`src/rtl/systolic_pkg.sv`:
```
// Shared types and helpers for the systolic array output-side logic.
//   drain_state_e : drain controller FSM states
//   cnt_width()   : bits needed to hold a count in 0..n
package systolic_pkg;

  typedef enum logic [2:0] {
    StIdle,
    StFlush,
    StDrain,
    StFinish,
    StErr
  } drain_state_e;

  function automatic int unsigned cnt_width(input int unsigned n);
    return $clog2(n + 1);
  endfunction

endpackage

```
`src/rtl/systolic_drain_fifo.sv`:
```
// Small result FIFO between the systolic array and the host stream.
//   clk_i/reset_i : clock, asynchronous active-low reset
//   push_i/data_i : write an entry (ignored when full)
//   pop_i         : drop the head entry (ignored when empty)
//   clear_i       : discard all entries; wins over push/pop
//   full_o/empty_o: occupancy flags
//   data_o        : head entry, or the last written entry while empty
module systolic_drain_fifo #(
  parameter int unsigned width_p = 9,
  parameter int unsigned els_p   = 4
) (
  input  logic               clk_i,
  input  logic               reset_i,
  input  logic               push_i,
  input  logic               pop_i,
  input  logic               clear_i,
  input  logic [width_p-1:0] data_i,
  output logic               full_o,
  output logic               empty_o,
  output logic [width_p-1:0] data_o
);

  localparam int unsigned PtrW = $clog2(els_p);

  // Extra MSB on each pointer separates full from empty.
  logic [PtrW:0]        wr_ptr_q, wr_ptr_d;
  logic [PtrW:0]        rd_ptr_q, rd_ptr_d;
  logic [width_p-1:0]   mem_q [els_p];
  logic                 do_push, do_pop;
  logic [PtrW-1:0]      last_idx;

  always_comb begin
    empty_o  = (wr_ptr_q == rd_ptr_q);
    full_o   = (wr_ptr_q[PtrW] != rd_ptr_q[PtrW]) &&
               (wr_ptr_q[PtrW-1:0] == rd_ptr_q[PtrW-1:0]);
    do_push  = push_i & ~full_o;
    do_pop   = pop_i & ~empty_o;
    last_idx = wr_ptr_q[PtrW-1:0] - PtrW'(1);
    // Hold the most recently written word while empty so the output stays stable.
    data_o   = empty_o ? mem_q[last_idx] : mem_q[rd_ptr_q[PtrW-1:0]];
    wr_ptr_d = wr_ptr_q;
    rd_ptr_d = rd_ptr_q;
    if (clear_i) begin
      wr_ptr_d = '0;
      rd_ptr_d = '0;
    end else begin
      if (do_push) wr_ptr_d = wr_ptr_q + 1'b1;
      if (do_pop)  rd_ptr_d = rd_ptr_q + 1'b1;
    end
  end

  always_ff @(posedge clk_i or negedge reset_i) begin
    if (!reset_i) begin
      wr_ptr_q <= '0;
      rd_ptr_q <= '0;
      for (int i = 0; i < int'(els_p); i++) mem_q[i] <= '0;
    end else begin
      wr_ptr_q <= wr_ptr_d;
      rd_ptr_q <= rd_ptr_d;
      if (do_push && !clear_i) mem_q[wr_ptr_q[PtrW-1:0]] <= data_i;
    end
  end

endmodule

```
`src/rtl/systolic_drain_ctrl.sv`:
```
// Output-side consumer for systolic_array: flushes the array, drains a burst
// of array_width_p*array_height_p results through a small FIFO to the host.
//   start_i                         : request a flush+drain burst (IDLE or ERR only)
//   flush_o                         : one-cycle flush pulse to the array
//   arr_valid_i/arr_data_i/arr_yumi_o: array result handshake
//   host_valid_o/host_data_o/host_last_o/host_ready_i: host stream
//   busy_o, done_o, timeout_o, count_o: status
module systolic_drain_ctrl
  import systolic_pkg::*;
#(
  parameter int unsigned width_p        = 8,
  parameter int unsigned array_width_p  = 8,
  parameter int unsigned array_height_p = 8,
  parameter int unsigned els_p          = 4,
  parameter int unsigned timeout_p      = 256,
  localparam int unsigned CntW          = cnt_width(array_width_p * array_height_p)
) (
  input  logic               clk_i,
  input  logic               reset_i,
  input  logic               start_i,
  output logic               flush_o,
  input  logic               arr_valid_i,
  input  logic [width_p-1:0] arr_data_i,
  output logic               arr_yumi_o,
  output logic               host_valid_o,
  output logic [width_p-1:0] host_data_o,
  output logic               host_last_o,
  input  logic               host_ready_i,
  output logic               busy_o,
  output logic               done_o,
  output logic               timeout_o,
  output logic [CntW-1:0]    count_o
);

  localparam int unsigned N    = array_width_p * array_height_p;
  localparam int unsigned TmoW = $clog2(timeout_p);
  localparam logic [CntW-1:0] NCnt     = CntW'(N);
  localparam logic [CntW-1:0] LastCnt  = CntW'(N - 1);
  localparam logic [TmoW-1:0] TmoLimit = TmoW'(timeout_p - 1);

  drain_state_e      state_q;
  logic [CntW-1:0]   count_q;
  logic [TmoW-1:0]   tmo_q;
  logic              timeout_q;

  logic              fifo_full, fifo_empty, fifo_clear, pop, is_last, head_last;
  logic [width_p:0]  head;

  systolic_drain_fifo #(
    .width_p (width_p + 1),
    .els_p   (els_p)
  ) u_fifo (
    .clk_i   (clk_i),
    .reset_i (reset_i),
    .push_i  (arr_yumi_o),
    .pop_i   (pop),
    .clear_i (fifo_clear),
    .data_i  ({is_last, arr_data_i}),
    .full_o  (fifo_full),
    .empty_o (fifo_empty),
    .data_o  (head)
  );

  always_comb begin
    is_last      = (count_q == LastCnt);
    arr_yumi_o   = (state_q == StDrain) & arr_valid_i & ~fifo_full;
    host_valid_o = ~fifo_empty;
    head_last    = head[width_p];
    host_last_o  = head_last;
    host_data_o  = head[width_p-1:0];
    pop          = host_valid_o & host_ready_i;
    fifo_clear   = (state_q == StErr) & start_i;
    flush_o      = (state_q == StFlush);
    busy_o       = (state_q != StIdle);
    done_o       = (state_q == StFinish) & pop & head_last;
    timeout_o    = timeout_q;
    count_o      = count_q;
  end

  always_ff @(posedge clk_i or negedge reset_i) begin
    if (!reset_i) begin
      state_q   <= StIdle;
      count_q   <= '0;
      tmo_q     <= '0;
      timeout_q <= 1'b0;
    end else begin
      unique case (state_q)
        StIdle, StErr: begin
          if (start_i) begin
            state_q   <= StFlush;
            count_q   <= '0;
            tmo_q     <= '0;
            timeout_q <= 1'b0;
          end
        end
        StFlush: begin
          state_q <= StDrain;
          tmo_q   <= '0;
        end
        StDrain: begin
          if (arr_yumi_o) begin
            tmo_q <= '0;
            if (count_q != NCnt) count_q <= count_q + 1'b1;
            if (is_last) state_q <= StFinish;
          end else if (tmo_q == TmoLimit) begin
            // Full-FIFO stalls count too: a stuck host also ends the burst.
            state_q   <= StErr;
            timeout_q <= 1'b1;
          end else begin
            tmo_q <= tmo_q + 1'b1;
          end
        end
        StFinish: begin
          if (pop && head_last) state_q <= StIdle;
        end
        default: state_q <= StIdle;
      endcase
    end
  end

endmodule

```
`config.mk`:
```
export PLATFORM = sky130hd
export DESIGN_NAME = systolic_drain_ctrl
export DESIGN_NICKNAME = d
export VERILOG_FILES = /design/src/rtl/systolic_pkg.sv /design/src/rtl/systolic_drain_fifo.sv /design/src/rtl/systolic_drain_ctrl.sv
export SDC_FILE = /design/constraint.sdc
export NUM_CORES = 1
export LEC_CHECK = 0
export ABC_AREA = 1
export BUFFER_PORTS_ARGS = -buffer_cell sky130_fd_sc_hd__buf_2
export CORE_MARGIN = 4
export CORE_UTILIZATION = 55
export DETAILED_ROUTE_END_ITERATION = 12
export HOLD_SLACK_MARGIN = 0.03
export PLACE_DENSITY_LB_ADDON = 0.15
export SYNTH_ARGS = -nofsm -noshare
export SYNTH_HDL_FRONTEND = slang
export SYNTH_SLANG_ARGS = --single-unit
```
`constraint.sdc`:
```
create_clock -name clk_i -period 5.5 [get_ports clk_i]
set_input_delay 0.275 -clock clk_i [delete_from_list [all_inputs] [get_ports clk_i]]
set_output_delay 0.275 -clock clk_i [all_outputs]
set_load 0.05 [all_outputs]
```
==> results.py, run 1 <==
metrics = {
    "run_status": {
        "status": "finished, final reports clean",
    },
    "die": {
        "fp-row-count": 29,
        "io_pins": 35,
        "start_util_pct": 56.8,
        "die_w_um": 89.0,
        "dieArea_um2": 7920,
        "die-height_um": 89.0,
        "core_area_um2": 6350,
    },
    "timing": {
        "finalSetupTns_ns": 0,
        "hold_viol": 0,
        "setup_viol": 0,
        "finalMaxSlewViolations": 0,
        "fin_skew_ns": 0.0158,
        "slew_headroom_pct": 43.0,
        "rsz0062_at_grt": "no",
        "worstMarginPinSlew_ns": 0.855,
        "holdWs_ns": 0.0866,
        "worst_slack_ns": 2.17,
        "finalCriticalPeriod_ns": 3.33,
        "post-route-period-util_pct": 60.5,
        "fmax_ghz": 0.300,
    },
    "synthesis": {
        "synthSimpleGateAreaFrac_pct": 22.8,
        "yosysSeqAreaShare_pct": 42.3,
        "ys_async_sr_fraction_pct": 100,
        "synth-xor-area-share_pct": 1.94,
        "ys.warnings.count": 0,
        "synth.most_common_cell": "nand2_1",
        "postSynthRegisterBits": 61,
        "synthTopCellsByCount": "nand2_1, o21ai_0, dfrtp_1, inv_1, a21oi_1",
        "synth_top_area_cell": "dfrtp_1",
        "synth_top_family_by_area": "simple AND/OR/NAND/NOR gates",
        "synth_area_per_cell_um2": 7.53,
        "syn_nets": 500,
        "synth_cell_type_count": 32,
        "ys.flop_type": "dfrtp_1",
        "synth.top_cell.area_share_pct": 42.3,
        "synth_compound_area_share_pct": 19.1,
        "synth-edff-count": 0,
        "netlist_area_um2": 3610,
        "synthMuxAreaShare_pct": 0,
        "netlist_instances": 479,
        "synthAdderAreaFrac_pct": 2.77,
        "synth_area_leaders": "dfrtp_1, o21ai_0, nand2_1, inv_1, a21oi_1",
    },
    "power": {
        "irDropWorstVdd_mv": 0.461,
        "cellPowerDensity_nw_per_um2": 635,
        "leakagePower_nw": 2.01,
    },
    "clock_network": {
        "ctsResizeCount": 0,
        "htree_levels": 3,
        "cts_sinks": 61,
        "clkLatencyLatePin_ns": 0.34,
        "postCtsHoldBufs": 0,
        "cts-buffers-inserted": 9,
        "cts_buffer_depth": 2,
        "cts_tree": "yes",
        "cts_root_buf": "clkbuf_8",
        "cts_setup_buffers": 0,
        "clk_pin_slew_ns": 0.06,
    },
    "critical_path": {
        "crit_arrival_ns": 3.05,
        "r2r_setup_slack_ns": 2.74,
        "crit_fanout": 30,
        "startpoint_type": "flip-flop",
        "path_class": "reg2out",
        "r2r-end": "state_q[2]$_DFFE_PN0P_",
        "r2r_cells": 9,
        "critPathLaunch": "u_fifo.wr_ptr_q[0]$_DFFE_PN0P_",
        "critPathCaptureType": "output pin",
        "worstPathRequired_ns": 5.22,
        "r2r-start": "u_fifo.wr_ptr_q[0]$_DFFE_PN0P_",
    },
    "global_routing": {
        "grt_use_total_pct": 21.8,
        "grt_antenna_before_repair": 0,
        "grt_max_degree": 62,
        "grt_pass1_wl_um": 13400,
        "grt.overflow.total": 0,
        "grt_pass1_vias": 2950,
    },
    "worst_hold_path": {
        "hold_class": "in2async",
    },
    "route": {
        "firstDrtPassIters": 6,
        "vias": 3143,
        "via_per_inst": 5.36,
        "wl_per_cell_um": 13.6,
        "drt_iter0_drc": 252,
        "drc": 0,
        "wl_um": 7960,
        "final_antenna_net_count": 0,
    },
    "placed_design": {
        "hpwl_um": 5300,
        "pre_cts_slack_ns": 2.55,
        "io_buffers": 34,
        "routabilityCongestion": 0.820,
        "place_area_um2": 3750,
    },
    "cells_and_area": {
        "fillers": 551,
        "final_nets": 527,
        "drive_gt1_share_pct": 14.3,
        "syn2layout_area_growth_pct": 8.46,
        "antenna_cells": 0,
        "postLayoutCellArea_um2": 3910,
    },
    "job": {
        "max-cap-violations": 0,
    },
}
-- metrics by stage --
step / util [%] / total power, mW / instances
after floorplan: - / 1.89 / 479
after global placement: 59.0 / 2.11 / 572
after detailed placement: 59.0 / 2.14 / 572
after CTS: 61.6 / 2.49 / 586
after global routing: 61.6 / 2.69 / 586
final: 61.6 / 2.48 / 586
-- flip-flops by register name (all words and copies together) (netlist names) --
register         cells
state_q              3
count_o              7
timeout_o            1
u_fifo.mem_q        36
u_fifo.rd_ptr_q      3
tmo_q                8
u_fifo.wr_ptr_q      3
-- metal layers --
metal	vias to the layer above	share of wire, %	global-route usage (%)
li1	1607	-	-
met1	1453	45	28.0
met2	70	48	37.3
met3	13	5.2	3.78
met4	0	1.2	7.85
met5	-	0	0
-- worst max-delay path: stages, from the launching register on --
cell and delay [ns]:
dfrtp_1 0.90, inv_4 0.20, nand2_1 0.11, nand2_1 0.09, nand3_1 0.65, nand3_1 0.25
nor4_1 0.21, buf_2 0.30
-- cells in the final DEF (no fill, tap or decap), types with 7 or more instances in the layout --
| cell type | netlist | final |
|---|---|---|
| a21oi_1 | 29 | 29 |
| a31oi_1 | 10 | 10 |
| buf_2 | 3 | 34 |
| clkbuf_8 | 0 | 11 |
| dfrtp_1 | 61 | 61 |
| ha_1 | 8 | 8 |
| inv_1 | 61 | 61 |
| nand2_1 | 107 | 107 |
| nand3_1 | 26 | 26 |
| nor2_1 | 28 | 28 |
| o21ai_0 | 83 | 83 |
| xor2_1 | 7 | 7 |
-- how the worst max path moves through the flow --
stage	slack (ns)	cells past startpoint	endpoint
final	2.17	7	done_o
after global routing	1.84	7	host_data_o[0]
after CTS	2.19	7	done_o
after detailed placement	2.55	7	done_o
after global placement	2.66	7	host_data_o[7]
after floorplan	2.65	11	host_data_o[7]
-- layout make-up --
class	instances	area (um2)	share of cell area, %
clock buffers	12	155	3.97
clock inverters	2	10.0	0.256
inverters	69	264	6.75
multi-input cells	330	1680	43.0
flip-flops and latches	61	1530	39.0
well taps	77	96.3	2.46
repair buffers	35	178	4.54
-- power breakdown --
group | switching [mW] | internal, mW
clock network | 0.165 | 0.182
registers | 0.144 | 0.607
logic | 1.00 | 0.383
-- kinds of logic after synthesis --
group | after synthesis
buffers and inverters | 88
AND/OR/NAND/NOR | 184
AO/OA/AOI/OAI | 130
XOR/XNOR | 8
adder cells (fa/ha/maj) | 8
flip-flops | 61
Power figures use the tool's default switching activity.
==> inputs of run 2 (changes only) <==
--- a/config.mk
+++ b/config.mk
@@ -5,7 +5,7 @@
 export SDC_FILE = /design/constraint.sdc
 export NUM_CORES = 1
 export LEC_CHECK = 0
-export ABC_AREA = 1
+export ABC_AREA = 0
 export BUFFER_PORTS_ARGS = -buffer_cell sky130_fd_sc_hd__buf_2
 export CORE_MARGIN = 4
 export CORE_UTILIZATION = 55
==> constraint.sdc (replaced) <==
create_clock -name clk_i -period 3.1 [get_ports clk_i]
set_input_delay 0.155 -clock clk_i [delete_from_list [all_inputs] [get_ports clk_i]]
set_output_delay 0.155 -clock clk_i [all_outputs]
set_load 0.05 [all_outputs]
==> results.py, run 2 <==
metrics = {
    "synthesis": {
        "synth_compound_area_share_pct": 10.4,
        "synth.top_cell.area_share_pct": 43.8,
        "synthAdderAreaFrac_pct": 2.87,
        "synth-xor-area-share_pct": 1.51,
        "ys.warnings.count": 0,
        "synth_area_per_cell_um2": 12.5,
        "synthTopCellsByCount": "dfrtp_1, mux2_2, mux4_2",
        "netlist_area_um2": 3480,
        "synthMuxAreaShare_pct": 28.3,
        "synth_area_leaders": "dfrtp_1, mux2_2, mux4_2, ha_1, mux2_1",
        "synthSimpleGateAreaFrac_pct": 10.1,
        "synth-edff-count": 0,
        "syn_nets": 300,
        "synth_top_area_cell": "dfrtp_1",
        "synth_top_family_by_area": "multiplexers",
        "yosysSeqAreaShare_pct": 43.8,
        "ys.flop_type": "dfrtp_1",
        "postSynthRegisterBits": 61,
        "synth_cell_type_count": 50,
        "netlist_instances": 279,
        "synth.most_common_cell": "dfrtp_1",
        "ys_async_sr_fraction_pct": 100,
    },
    "timing": {
        "finalCriticalPeriod_ns": 2.53,
        "fin_skew_ns": 0.00972,
        "setup_viol": 0,
        "finalMaxSlewViolations": 0,
        "holdWs_ns": 0.0743,
        "fmax_ghz": 0.396,
        "worstMarginPinSlew_ns": 0.715,
        "slew_headroom_pct": 52.3,
        "finalSetupTns_ns": 0,
        "worst_slack_ns": 0.573,
        "post-route-period-util_pct": 81.5,
        "hold_viol": 0,
        "rsz0062_at_grt": "no",
    },
    "critical_path": {
        "path_class": "reg2out",
        "critPathCaptureType": "output pin",
        "r2r-end": "u_fifo.mem_q[7]$_DFFE_PN0P_",
        "crit_arrival_ns": 2.37,
        "endpoint": "host_data_o[4]",
        "r2r-start": "u_fifo.wr_ptr_q[1]$_DFFE_PN0P_",
        "critPathLaunch": "u_fifo.wr_ptr_q[1]$_DFFE_PN0P_",
        "r2r_cells": 4,
        "startpoint_type": "flip-flop",
        "crit_fanout": 12,
        "r2r_setup_slack_ns": 0.77,
        "worstPathRequired_ns": 2.94,
    },
    "die": {
        "die-height_um": 87.6,
        "core_area_um2": 6030,
        "dieArea_um2": 7670,
        "io_pins": 35,
        "die_w_um": 87.6,
        "start_util_pct": 57.8,
        "fp-row-count": 28,
    },
    "cells_and_area": {
        "final_nets": 340,
        "syn2layout_area_growth_pct": 14.4,
        "top_register": "u_fifo.mem_q",
        "final_common_cell": "dfrtp_1",
        "largest_reg_flops": 36,
        "drive_gt1_share_pct": 38.6,
        "antenna_cells": 0,
        "fin_util_pct": 66.1,
        "final_cell_mix": "dfrtp_1, mux2_2, buf_2, mux4_2",
    },
    "route": {
        "vias": 2532,
        "wl_per_cell_um": 19.1,
        "firstDrtPassIters": 4,
        "drt_iter0_drc": 135,
        "wl_um": 7640,
        "via_per_inst": 6.35,
        "final_antenna_net_count": 0,
        "drc": 0,
    },
    "clock_network": {
        "cts_root_buf": "clkbuf_8",
        "ctsResizeCount": 0,
        "cts-buffers-inserted": 9,
        "cts_tree": "yes",
        "cts_buffer_depth": 2,
        "cts_sinks": 61,
        "clkLatencyLatePin_ns": 0.34,
        "htree_levels": 3,
        "cts_setup_buffers": 0,
        "clk_pin_slew_ns": 0.07,
    },
    "placed_design": {
        "hpwl_um": 5170,
        "io_buffers": 34,
        "pre_cts_slack_ns": 0.863,
        "routabilityCongestion": 0.805,
    },
    "power": {
        "irDropWorstVdd_mv": 0.318,
        "p_total_mw": 2.04,
        "cellPowerDensity_nw_per_um2": 511,
        "leakagePower_nw": 1.86,
    },
    "worst_hold_path": {
        "hold_class": "in2reg",
        "whs_path_depth": 2,
    },
    "job": {
        "max-cap-violations": 0,
    },
    "global_routing": {
        "grt_pass1_vias": 2543,
        "grt_use_total_pct": 22.4,
        "grt_antenna_before_repair": 0,
        "grt.overflow.total": 0,
        "grt_max_degree": 32,
        "grt_pass1_wl_um": 13000,
    },
    "run_status": {
        "status": "finished, final reports clean",
    },
}
-- run 2: cell count changes after synthesis, sizes merged, moves of 20 or more --
cell	before	now
nand2	113	16
inv	68	8
nor2	31	10
nand3	29	9
o21ai	89	4
mux2	0	47
-- run 2: metrics by stage --
step	instances	cell area [um2]
6_report	399	3990
5_1_grt	399	3990
4_1_cts	399	3990
3_5_place_dp	382	3730
3_3_place_gp	382	3730
2_1_floorplan	279	3480
-- run 2: report_power, final --
part / total (mW) / switching [mW] / leakage [nW] / internal (mW)
clock network: 0.856 / 0.316 / 0.126 / 0.540
registers: 0.840 / 0.0223 / 0.814 / 0.818
logic: 0.341 / 0.216 / 0.923 / 0.126
total: 2.04 / 0.554 / 1.86 / 1.48
-- run 2: worst min path at each step --
stage / start / end / slack (ns)
after floorplan: reset_i / count_o[0]$_DFFE_PN0P_ / -0.14
after global placement: reset_i / u_fifo.mem_q[28]$_DFFE_PN0P_ / 0.24
after detailed placement: reset_i / u_fifo.mem_q[15]$_DFFE_PN0P_ / 0.26
after CTS: arr_data_i[6] / u_fifo.mem_q[24]$_DFFE_PN0P_ / 0.07
after global routing: arr_data_i[6] / u_fifo.mem_q[24]$_DFFE_PN0P_ / 0.07
final: arr_data_i[6] / u_fifo.mem_q[24]$_DFFE_PN0P_ / 0.07
-- run 2: repair_timing --
| action | 4_1_cts | 5_1_grt |
|---|---|---|
| endpoints found under the setup margin | 0 | 0 |
| hold endpoints to repair | 29 | 0 |
| hold buffers | 1 | 0 |
-- run 2: worst max-delay path, stage by stage (launching register included) --
cell and delay (ns):
dfrtp_1 0.44, xor2_1 0.39, or3_1 0.56, mux2_2 0.42, buf_2 0.22
-- run 2: cells by family after synthesis --
| family | count (synthesis) |
|---|---|
| XOR/XNOR | 6 |
| buffers and inverters | 22 |
| adder cells (fa/ha/maj) | 8 |
| AO/OA/AOI/OAI | 47 |
| flip-flops | 61 |
| AND/OR/NAND/NOR | 65 |
| multiplexers | 70 |
-- run 2: per-layer routing --
metal	vias to the layer above	GRT usage, %	part of all wire, %	wire length, um
met5	-	0	0	0
met2	45	35.4	49	3770
met3	11	3.86	3.2	243
met4	0	8.79	1.5	111
met1	1315	31.0	46	3520
li1	1161	-	-	-
-- run 2: area by class of cell --
type                    instances  area [um2]
multi-input cells             196        1850
fillers                       463        2040
clock inverters                 3        65.1
inverters                       8        30.0
clock buffers                  13         179
well taps                      75        93.8
repair buffers                 43         240
flip-flops and latches         61        1530
==> inputs of run 3 (changes only) <==
--- a/config.mk
+++ b/config.mk
@@ -8,7 +8,7 @@
 export ABC_AREA = 0
 export BUFFER_PORTS_ARGS = -buffer_cell sky130_fd_sc_hd__buf_2
 export CORE_MARGIN = 4
-export CORE_UTILIZATION = 55
+export CORE_UTILIZATION = 53
 export DETAILED_ROUTE_END_ITERATION = 12
 export HOLD_SLACK_MARGIN = 0.03
 export PLACE_DENSITY_LB_ADDON = 0.15
==> constraint.sdc (replaced) <==
create_clock -name clk_i -period 2 [get_ports clk_i]
set_input_delay 0.1 -clock clk_i [delete_from_list [all_inputs] [get_ports clk_i]]
set_output_delay 0.1 -clock clk_i [all_outputs]
set_load 0.05 [all_outputs]
==> results.py, run 3 (synthesis gave the netlist of run 2 again) <==
metrics = {
    "cells_and_area": {
        "final_cell_mix": "dfrtp_1, mux2_2, buf_4, buf_2, mux4_2",
        "largest_reg_flops": 36,
        "drive_gt1_share_pct": 48.3,
        "antenna_cells": 0,
        "top_register": "u_fifo.mem_q",
        "final_nets": 378,
        "final_common_cell": "dfrtp_1",
        "fillers": 411,
        "syn2layout_area_growth_pct": 31.4,
    },
    "clock_network": {
        "clkLatencyLatePin_ns": 0.33,
        "clk_pin_slew_ns": 0.07,
        "cts_root_buf": "clkbuf_8",
        "cts_sinks": 61,
        "cts_tree": "yes",
        "cts_buffer_depth": 2,
        "htree_levels": 3,
        "cts-buffers-inserted": 9,
    },
    "timing": {
        "fin_skew_ns": 0.00569,
        "setup_viol": 9,
        "finalMaxSlewViolations": 0,
        "worst_slack_ns": -0.106,
        "finalSetupTns_ns": -0.885,
        "worstMarginPinSlew_ns": 0.769,
        "hold_viol": 0,
        "post-route-period-util_pct": 105,
        "slew_headroom_pct": 48.2,
        "rsz0062_at_grt": "yes",
        "fmax_ghz": 0.475,
        "finalCriticalPeriod_ns": 2.11,
    },
    "run_status": {
        "status": "finished with violations",
        "failed_checks": "negative setup slack",
    },
    "die": {
        "die-height_um": 89.1,
        "dieArea_um2": 7930,
        "fp-row-count": 29,
        "die_w_um": 89.1,
        "core_area_um2": 6350,
        "io_pins": 35,
        "start_util_pct": 54.8,
    },
    "critical_path": {
        "crit_fanout": 6,
        "crit_arrival_ns": 2.01,
        "critPathLaunch": "u_fifo.wr_ptr_q[1]$_DFFE_PN0P_",
        "r2r-start": "u_fifo.wr_ptr_q[0]$_DFFE_PN0P_",
        "path_class": "reg2out",
        "critPathCaptureType": "output pin",
        "startpoint_type": "flip-flop",
        "worstPathRequired_ns": 1.90,
    },
    "route": {
        "wl_per_cell_um": 19.3,
        "drt_iter0_drc": 168,
        "vias": 2733,
        "firstDrtPassIters": 5,
        "route.met2.wl_um": 4140,
        "routedLengthMet1_um": 3830,
        "wl_um": 8470,
        "highest_layer": "met4",
        "via_per_inst": 6.23,
        "drc": 0,
        "final_antenna_net_count": 0,
        "wl_met3_um": 370,
    },
    "placed_design": {
        "pre_cts_slack_ns": 0.107,
        "hpwl_um": 5330,
        "routabilityCongestion": 0.833,
        "io_buffers": 34,
    },
    "power": {
        "leakagePower_nw": 2.11,
        "irDropWorstVdd_mv": 0.741,
        "cellPowerDensity_nw_per_um2": 727,
    },
    "global_routing": {
        "grt_use_total_pct": 23.0,
        "grt_max_degree": 40,
        "grt.overflow.total": 0,
        "grt_antenna_before_repair": 0,
        "grt_pass1_wl_um": 13800,
        "grt_pass1_vias": 2675,
    },
    "job": {
        "max-cap-violations": 0,
    },
    "worst_hold_path": {
        "hold_class": "in2reg",
        "hold_start": "arr_data_i[5]",
    },
}
-- run 3: stage by stage --
stage	utilization (%)	area, um2	power, mW	hold slack (ns)	std cells
3_5_place_dp	60.6	3850	1.92	0.131	397
3_3_place_gp	60.6	3850	1.91	0.130	397
2_1_floorplan	-	3490	1.70	-0.196	279
4_1_cts	68.7	4360	3.17	0.0301	429
6_report	72.0	4570	3.33	0.0449	439
5_1_grt	72.0	4570	3.47	0.0445	439
-- run 3: worst max-delay path, cell delays in order (launching register included) --
cell and delay [ns]:
dfrtp_2 0.45, inv_2 0.08, ha_4 0.28, buf_6 0.13, mux4_2 0.28, mux2_4 0.29, buf_8 0.15
-- run 3: power breakdown --
part	total, mW	switching [mW]	internal [mW]
Combinational	0.886	0.461	0.425
Sequential	1.32	0.0549	1.27
Clock	1.12	0.504	0.612
-- run 3: worst paths after layout --
kind,to,slack (ns),depth (start not counted)
max,host_data_o[1],-0.11,6
min,u_fifo.mem_q[32]$_DFFE_PN0P_,0.04,2
max reg2reg,u_fifo.mem_q[8]$_DFFE_PN0P_,0.01,6
min reg2reg,timeout_o$_DFFE_PN0P_,0.51,1
max in group asynchronous,u_fifo.wr_ptr_q[0]$_DFFE_PN0P_,1.09,3
min in group asynchronous,u_fifo.mem_q[12]$_DFFE_PN0P_,0.29,2
-- run 3: routing by layer --
metal  track usage, %  vias up
met5                0        -
met4             8.25        0
met3             3.69       16
met2             36.7       97
met1             32.2     1384
li1                 -     1236
-- run 3: final cells by class --
| cell class | count | area, um2 | share of cell area [%] |
|---|---|---|---|
| sequential | 61 | 1530 | 33.5 |
| inverter | 8 | 30.0 | 0.656 |
| timing repair buffer | 81 | 706 | 15.4 |
| tap | 77 | 96.3 | 2.11 |
| clock inverter | 5 | 58.8 | 1.29 |
| multi-input combinational | 196 | 2010 | 44.0 |
| clock buffer | 11 | 141 | 3.09 |
-- run 3: timing repair --
item,4_1_cts,5_1_grt
pin swaps,4,6
setup buffers,9,10
cloned,0,1
hold buffers,7,0
setup endpoints to repair,11,29
resized for setup,46,27
endpoints found under the hold margin,36,0
